--- src/rtl/mac_learn_table.sv ---
// MAC learning table: parallel-compare lookup, three-state learn engine
// with match / free / least-hit replacement, saturating hit counters,
// periodic aging and whole-table flush.
module mac_learn_table #(
  parameter int NUM_ENTRIES = 16,
  parameter int MAX_HIT     = 16,
  parameter int NUM_PORTS   = 4,
  parameter int AGE_PERIOD  = 1024,
  localparam int HW = $clog2(MAX_HIT),
  localparam int PW = $clog2(NUM_PORTS),
  localparam int IW = $clog2(NUM_ENTRIES),
  localparam int OW = IW + 1
) (
  input  logic          clk,
  input  logic          rst_n,
  input  logic          lkp_valid,
  output logic          lkp_ready,
  input  logic [47:0]   lkp_mac,
  output logic          rsp_valid,
  output logic          rsp_hit,
  output logic [PW-1:0] rsp_port,
  input  logic          lrn_valid,
  output logic          lrn_ready,
  input  logic [47:0]   lrn_mac,
  input  logic [PW-1:0] lrn_port,
  output logic          lrn_done,
  input  logic          flush,
  output logic [OW-1:0] occupancy
);

  localparam int AW = (AGE_PERIOD > 1) ? $clog2(AGE_PERIOD) : 1;
  localparam logic [HW-1:0] HIT_MAX  = HW'(MAX_HIT - 1);
  localparam logic [AW-1:0] AGE_LAST = AW'(AGE_PERIOD - 1);

  typedef enum logic [1:0] {IDLE, SEARCH, WRITE} state_t;
  state_t state_q, state_d;

  // Flattened views of the per-entry registers held in g_entry.
  logic          ent_valid [NUM_ENTRIES];
  logic [47:0]   ent_mac   [NUM_ENTRIES];
  logic [PW-1:0] ent_port  [NUM_ENTRIES];
  logic [HW-1:0] ent_hit   [NUM_ENTRIES];

  logic [AW-1:0] age_q;
  logic          tick;
  logic          lkp_fire, lrn_fire, wr_en;
  logic          lkp_hit;
  logic [IW-1:0] lkp_idx;
  logic [47:0]   lrn_mac_q;
  logic [PW-1:0] lrn_port_q;
  logic [IW-1:0] tgt_q, tgt_d;
  logic          rsp_valid_q, rsp_hit_q;
  logic [PW-1:0] rsp_port_q;
  logic [OW-1:0] occ_sum;

  assign tick      = (age_q == AGE_LAST);
  assign lkp_ready = ~tick;
  assign lkp_fire  = lkp_valid & lkp_ready;
  assign lrn_fire  = lrn_valid & lrn_ready;

  // Free-running age counter; its last value is the aging tick cycle.
  always_ff @(posedge clk) begin
    if (!rst_n || flush) age_q <= '0;
    else if (tick)       age_q <= '0;
    else                 age_q <= age_q + 1'b1;
  end

  // Lookup compare against registered table state; lowest matching index wins.
  always_comb begin
    lkp_hit = 1'b0;
    lkp_idx = '0;
    for (int i = NUM_ENTRIES - 1; i >= 0; i--) begin
      if (ent_valid[i] && ent_mac[i] == lkp_mac) begin
        lkp_hit = 1'b1;
        lkp_idx = IW'(i);
      end
    end
  end

  // Lookup response register, one cycle after acceptance; port is 0 on miss.
  always_ff @(posedge clk) begin
    if (!rst_n || flush) begin
      rsp_valid_q <= 1'b0;
      rsp_hit_q   <= 1'b0;
      rsp_port_q  <= '0;
    end else begin
      rsp_valid_q <= lkp_fire;
      rsp_hit_q   <= lkp_fire & lkp_hit;
      rsp_port_q  <= (lkp_fire && lkp_hit) ? ent_port[lkp_idx] : '0;
    end
  end

  assign rsp_valid = rsp_valid_q;
  assign rsp_hit   = rsp_hit_q;
  assign rsp_port  = rsp_port_q;

  // Learn target: existing match, else lowest free slot, else least-hit (highest index on ties).
  always_comb begin
    logic          m_found, f_found;
    logic [IW-1:0] m_idx, f_idx, min_idx;
    logic [HW-1:0] min_cnt;
    m_found = 1'b0;
    f_found = 1'b0;
    m_idx   = '0;
    f_idx   = '0;
    min_idx = '0;
    min_cnt = '1;
    for (int i = NUM_ENTRIES - 1; i >= 0; i--) begin
      if (ent_valid[i] && ent_mac[i] == lrn_mac_q) begin
        m_found = 1'b1;
        m_idx   = IW'(i);
      end
      if (!ent_valid[i]) begin
        f_found = 1'b1;
        f_idx   = IW'(i);
      end
    end
    for (int i = 0; i < NUM_ENTRIES; i++) begin
      if (ent_hit[i] <= min_cnt) begin
        min_cnt = ent_hit[i];
        min_idx = IW'(i);
      end
    end
    tgt_d = m_found ? m_idx : (f_found ? f_idx : min_idx);
  end

  // Learn FSM state register; flush or reset abandons any learn in flight.
  always_ff @(posedge clk) begin
    if (!rst_n || flush) state_q <= IDLE;
    else                 state_q <= state_d;
  end

  // Learn FSM next state and handshake outputs.
  always_comb begin
    state_d   = state_q;
    lrn_ready = 1'b0;
    lrn_done  = 1'b0;
    wr_en     = 1'b0;
    case (state_q)
      IDLE: begin
        lrn_ready = ~tick;
        if (lrn_valid && !tick) state_d = SEARCH;
      end
      SEARCH: state_d = WRITE;
      WRITE: begin
        lrn_done = 1'b1;
        wr_en    = 1'b1;
        state_d  = IDLE;
      end
      default: state_d = IDLE;
    endcase
  end

  // Capture the learn request on acceptance and the chosen target in SEARCH.
  always_ff @(posedge clk) begin
    if (!rst_n) begin
      lrn_mac_q  <= '0;
      lrn_port_q <= '0;
      tgt_q      <= '0;
    end else begin
      if (lrn_fire)            lrn_mac_q  <= lrn_mac;
      if (lrn_fire)            lrn_port_q <= lrn_port;
      if (state_q == SEARCH)   tgt_q      <= tgt_d;
    end
  end

  for (genvar gi = 0; gi < NUM_ENTRIES; gi++) begin : g_entry
    logic          valid_q;
    logic [47:0]   mac_q;
    logic [PW-1:0] port_q;
    logic [HW-1:0] hit_q;
    logic          wr_sel, hit_sel;

    assign wr_sel  = wr_en && (tgt_q == IW'(gi));
    assign hit_sel = lkp_fire && lkp_hit && (lkp_idx == IW'(gi));

    // Entry status: flush/reset, then learn write, then aging, then lookup hit.
    always_ff @(posedge clk) begin
      if (!rst_n || flush) begin
        valid_q <= 1'b0;
        hit_q   <= '0;
      end else if (wr_sel) begin
        valid_q <= 1'b1;
        hit_q   <= HW'(1);
      end else if (tick && valid_q) begin
        if (hit_q == '0) valid_q <= 1'b0;
        else             hit_q   <= hit_q - 1'b1;
      end else if (hit_sel && hit_q != HIT_MAX) begin
        hit_q <= hit_q + 1'b1;
      end
    end

    // MAC and port only matter while valid, so they change on learn writes only.
    always_ff @(posedge clk) begin
      if (rst_n && !flush && wr_sel) begin
        mac_q  <= lrn_mac_q;
        port_q <= lrn_port_q;
      end
    end

    assign ent_valid[gi] = valid_q;
    assign ent_mac[gi]   = mac_q;
    assign ent_port[gi]  = port_q;
    assign ent_hit[gi]   = hit_q;
  end

  // Occupancy is the population count of the registered valid bits.
  always_comb begin
    occ_sum = '0;
    for (int i = 0; i < NUM_ENTRIES; i++) occ_sum = occ_sum + OW'(ent_valid[i]);
  end

  assign occupancy = occ_sum;

endmodule
--- config.mk ---
export PLATFORM = sky130hd
export DESIGN_NAME = mac_learn_table
export DESIGN_NICKNAME = d
export VERILOG_FILES = /design/src/rtl/mac_learn_table.sv
export SDC_FILE = /design/constraint.sdc
export NUM_CORES = 2
export LEC_CHECK = 0
export ABC_AREA = 1
export BUFFER_PORTS_ARGS = -buffer_cell sky130_fd_sc_hd__buf_2
export CELL_PAD_IN_SITES_DETAIL_PLACEMENT = 0
export CELL_PAD_IN_SITES_GLOBAL_PLACEMENT = 1
export CORE_ASPECT_RATIO = 1.5
export CORE_UTILIZATION = 23
export CTS_BUF_LIST = sky130_fd_sc_hd__clkbuf_4
export DETAILED_ROUTE_END_ITERATION = 8
export PLACE_DENSITY = 0.45
export REMOVE_ABC_BUFFERS = 1
export SLEW_MARGIN = 20
export SYNTH_ARGS = -nofsm -noshare
export SYNTH_HDL_FRONTEND = slang
export SYNTH_SLANG_ARGS = --single-unit
--- constraint.sdc ---
create_clock -name clk -period 17.98 [get_ports clk]
set_input_delay 1.798 -clock clk [delete_from_list [all_inputs] [get_ports clk]]
set_output_delay 1.798 -clock clk [all_outputs]
set_load 0.02 [all_outputs]
==> impl_summary.md <==
Yosys
The area share of the largest cell type after synthesis is between 40% and 50%. The mean instance size in the synthesized netlist is 9.53 sq um. The cell count after synthesis came out at 5618. After synthesis the netlist holds a flip-flop and latch count of 950. The cell with the most instances after synthesis is nand2_1. In the post-synthesis netlist, the biggest area contributors are edfxtp_1 45%, o22ai_1 5.9%, nand2_1 5.8%. The Yosys warning count is 0. The summed instance area of the synthesized netlist is 53500 sq um. By count the netlist is led by 832 x nand2_1, 800 x edfxtp_1, 588 x inv_1. Sequential cells were found to cover 50.5% of the synthesized design area. For this run, asynchronously set or reset flops after synthesis account for 0%. The most used flip-flop cell after synthesis is edfxtp_1. The synthesized netlist contains 58 unique library cells. Yosys mapped a number of flops with a built-in enable equal to 800.

Of all cell types, the one taking the most synthesized area is edfxtp_1.

Critical path
The most numerous cell type found on the critical path is inv_1. The data required time at the worst endpoint is ~19 ns. The largest stage delay on the critical path is 0.35 ns. The arrival time reported for the critical path endpoint is 17.46 ns. The element type at the critical path end is a flop.

Counting cells, the worst reg-to-reg path comes to between 100 and 150. The worst setup path category is flop to flop. The critical-path cell with the highest stage delay is dfxtp_2.

The family with the most delay on the worst path is simple AND/OR/NAND/NOR gates. The minimum setup slack among reg-to-reg paths is roughly 1.6 ns. The critical register-to-register path endpoint is tgt_q[3]$_SDFFE_PN0N_. In this run the worst path has a maximum fanout of 10. Counting both buffers and inverters, the worst setup path holds a total of 33. The startpoint of the worst register-to-register path is g_entry[0].hit_q[3]$_SDFFE_PP0P_. The kind of launch point of the worst setup path is a flop.

Placement
The wire-length estimate of the detail-placed layout is 262000 microns. The placed instances occupy a cell area of 59100 sq um. The number of placed instances, taps included is around 8.8k. At the end of routability-driven placement, the weighted congestion stood at 1.02. The number of buffer cells added on primary ports is 114. The setup slack after placement is 0.764 ns.

Floorplanning
The die is 593 microns tall. The die covers 235000 sq um. The placement row count is 216.

The total area inside the core boundary comes to between 200000 and 250000 sq um. Once the floorplan was initialized, standard cells occupied 23.2% of the core. The width of the die is 396 microns. For this design the top-level I/O count stands at 115.

Clock tree
Buffers inserted to repair hold after CTS numbered 0. The number of clock buffers added by TritonCTS is between 200 and 300. For this design, the sink count on the clock tree is 950.

The maximum clock insertion buffer count is 4. The clock input transition at the sequential cells of the worst setup and hold paths is approximately 0.070 ns. The total number of H-tree levels is 5. In this run the clock root is driven by a clkbuf_4. The later pin in the worst-skew pair is clocked with a latency of 1.30 ns. TritonCTS built the clock tree.

GRT
The initial antenna violation count is 59. The first global-routing pass estimated 500000 microns of wire. Across every metal layer, demand over resource in global routing totals 32.2%. The via count of the first global-routing pass is slightly above 50k.

For this run the aggregate overflow at the end of global routing stands at 0. The maximum number of pins on one net before global-route repair is a little under 80.

Min path
The source of the worst hold timing path is lrn_mac_q[26]$_SDFFE_PN0P_. The worst hold path passes through 2 cells. The min-delay analysis places its worst path in the category flop to flop. For hold timing, the worst endpoint is lrn_mac_q[26]$_SDFFE_PN0P_.

Detailed routing
The number of remaining DRC errors is 0. Before antenna repair, the detailed router went through 7 iterations. The number of vias per cell after detailed routing is 5.79. After detailed routing, the average wire length per cell comes to around 42 microns. Summing over every cut layer, the via total after detailed routing is 53.8k. The remaining antenna violation count after routing is 0. The starting DRC count in detailed routing is 7431. The routed wire length is 388000 microns.

STA
The maximum achievable frequency is 60.9 MHz. Setup violations remaining at the end of the flow were counted as 0. The max-slew violation count came to 0.

The setup clock skew after layout is 0.179 ns. The ratio of final minimum period to clock period is 91.3%. The transition time at the pin with the least slew margin is 1.26 ns. Counting I/O delays and the setup requirement, the final critical path takes 16.42 ns. The worst slew slack as a fraction of its limit is between 15 and 20%. Setup slack closes at 1.56 ns. The hold violation count in the final report is 0.

Finish
The final core utilization is 27.1%. The layout filler cell count is around 25k. In the final layout, the share of cells above drive strength 1 is 17.2%.

Compared with the post-synthesis result, the final layout area differs by 17.1%. In the final layout, the multi-input gates occupy 23300 sq um. The final layout net count is 6215. The sequential cells in the finished layout cover a total of 27100 sq um. The finished layout holds 9296 standard cells, fillers aside. The cell area after layout is 62700 sq um.

Power
Of the total power, the clock network draws between 10 and 15%. The portion of total power attributed to sequential cells is 15.8%. The net switching power is 0.00813 W.

Combinational cells account for 70.1% of the total power. The worst-case IR drop observed on VDD is roughly 1900 uV. In this run the static leakage power is around 23 nW. Cell internal power was estimated by the tool at 0.00732 W. The switching power share of the total is roughly 53%. For this design the ratio of total power to cell area is ~250 nW/um^2.

Outcome
The flow ran to the end, and the final reports show no timing, DRC or antenna violations.

Job
The number of maximum-capacitance constraint violations is 0.
-- stage by stage --
stage               TNS, ns  hold slack [ns]  power, W
floorplan                 0            0.430    0.0100
global placement          0            0.450    0.0118
detailed placement        0            0.448    0.0118
CTS                       0            0.460    0.0140
global route        -0.0175            0.485    0.0166
finish                    0            0.454    0.0155
-- worst register-to-register path: cells and delay by family (launching register included) --
| family | cells | cell delay [ns] |
|---|---|---|
| AO/OA/AOI/OAI | 27 | 3.93 |
| adder cells (fa/ha/maj) | 15 | 4.49 |
| buffers and inverters | 33 | 2.10 |
| flip-flops | 1 | 0.35 |
| AND/OR/NAND/NOR | 60 | 5.48 |
-- final cells by class --
class | instances | share of cell area [%]
sequential | 950 | 43.2
inverter | 632 | 3.79
multi-input combinational | 3765 | 37.2
clock buffer | 383 | 4.59
antenna | 31 | 0.124
clock inverter | 102 | 0.856
tap | 3052 | 6.09
timing repair buffer | 381 | 4.17
-- what timing repair did --
item,CTS,global route
setup endpoints to repair,0,4
hold endpoints to repair,0,0
setup buffers,0,10
gates resized for setup,0,20
-- worst max path at each step --
stage | cells past startpoint | startpoint | endpoint
6_report | 135 | g_entry[0].hit_q[3]$_SDFFE_PP0P_ | tgt_q[3]$_SDFFE_PN0N_
5_1_grt | 135 | g_entry[1].hit_q[1]$_SDFFE_PP0P_ | tgt_q[3]$_SDFFE_PN0N_
4_1_cts | 136 | g_entry[0].hit_q[1]$_SDFFE_PP0P_ | tgt_q[3]$_SDFFE_PN0N_
3_5_place_dp | 136 | g_entry[0].hit_q[1]$_SDFFE_PP0P_ | tgt_q[3]$_SDFFE_PN0N_
3_3_place_gp | 136 | g_entry[0].hit_q[1]$_SDFFE_PP0P_ | tgt_q[3]$_SDFFE_PN0N_
2_1_floorplan | 137 | g_entry[0].hit_q[1]$_SDFFE_PP0P_ | tgt_q[3]$_SDFFE_PN0N_
-- kinds of logic (layout without fill, tap and decap cells) --
logic type,Yosys count,after routing,share of synthesized area [%]
simple gates,1773,1773,15.9
compound gates,1427,1427,17.0
flops,950,950,50.5
buf+inv,903,1498,6.34
xor+xnor,463,463,7.57
fa+ha+maj,102,102,2.75
other cells,0,31,0
-- flip-flops by register name, summed over array words and instances (netlist names) --
name and count:
lrn_port_q 2, rsp_hit 1, state_q 2, tgt_q 4
g_entry.port_q 32, g_entry.mac_q 768, age_q 10, g_entry.valid_q 16
g_entry.hit_q 64, rsp_valid 1, lrn_mac_q 48, rsp_port 2
-- per-layer routing --
| layer | part of all wire (%) | vias up | GRT usage, % |
|---|---|---|---|
| met5 | 0.035 | - | 0 |
| met4 | 10 | 18 | 26.9 |
| met3 | 9.4 | 1495 | 7.52 |
| met1 | 35 | 26700 | 35.4 |
| li1 | - | 21500 | - |
| met2 | 46 | 4077 | 52.7 |
-- power groups by stage --
stage                     clock [W]  combinational [W]  sequential, W
after floorplan                   0            0.00749        0.00250
after detailed placement          0            0.00932        0.00249
final                       0.00218             0.0108        0.00244
after global placement            0            0.00936        0.00249
after CTS                   0.00223            0.00938        0.00244
after global routing        0.00232             0.0118        0.00244
-- placed cells by master (no fill, tap or decap), types with 14 or more instances in the layout --
cell / n
o2111ai_1: 53
buf_4: 264
nand2_2: 49
xor2_1: 316
a211oi_1: 31
a2111oi_0: 14
a31oi_1: 15
fa_1: 26
dfxtp_1: 98
nand4_1: 115
o211ai_1: 24
nand3_1: 138
clkbuf_4: 383
diode_2: 31
xnor2_1: 147
nor4_1: 183
clkinv_2: 19
nor3_1: 36
inv_1: 576
or4_1: 40
a22o_1: 18
edfxtp_1: 800
o21ai_0: 373
o22ai_1: 501
nand2_4: 24
a221oi_1: 176
a21oi_1: 159
dfxtp_2: 52
ha_1: 76
clkinv_1: 97
nor2_1: 226
buf_2: 114
inv_2: 35
nand2_1: 830
or2_2: 58
nor2_4: 27
Note: power is estimated with default switching activity, not from simulation.
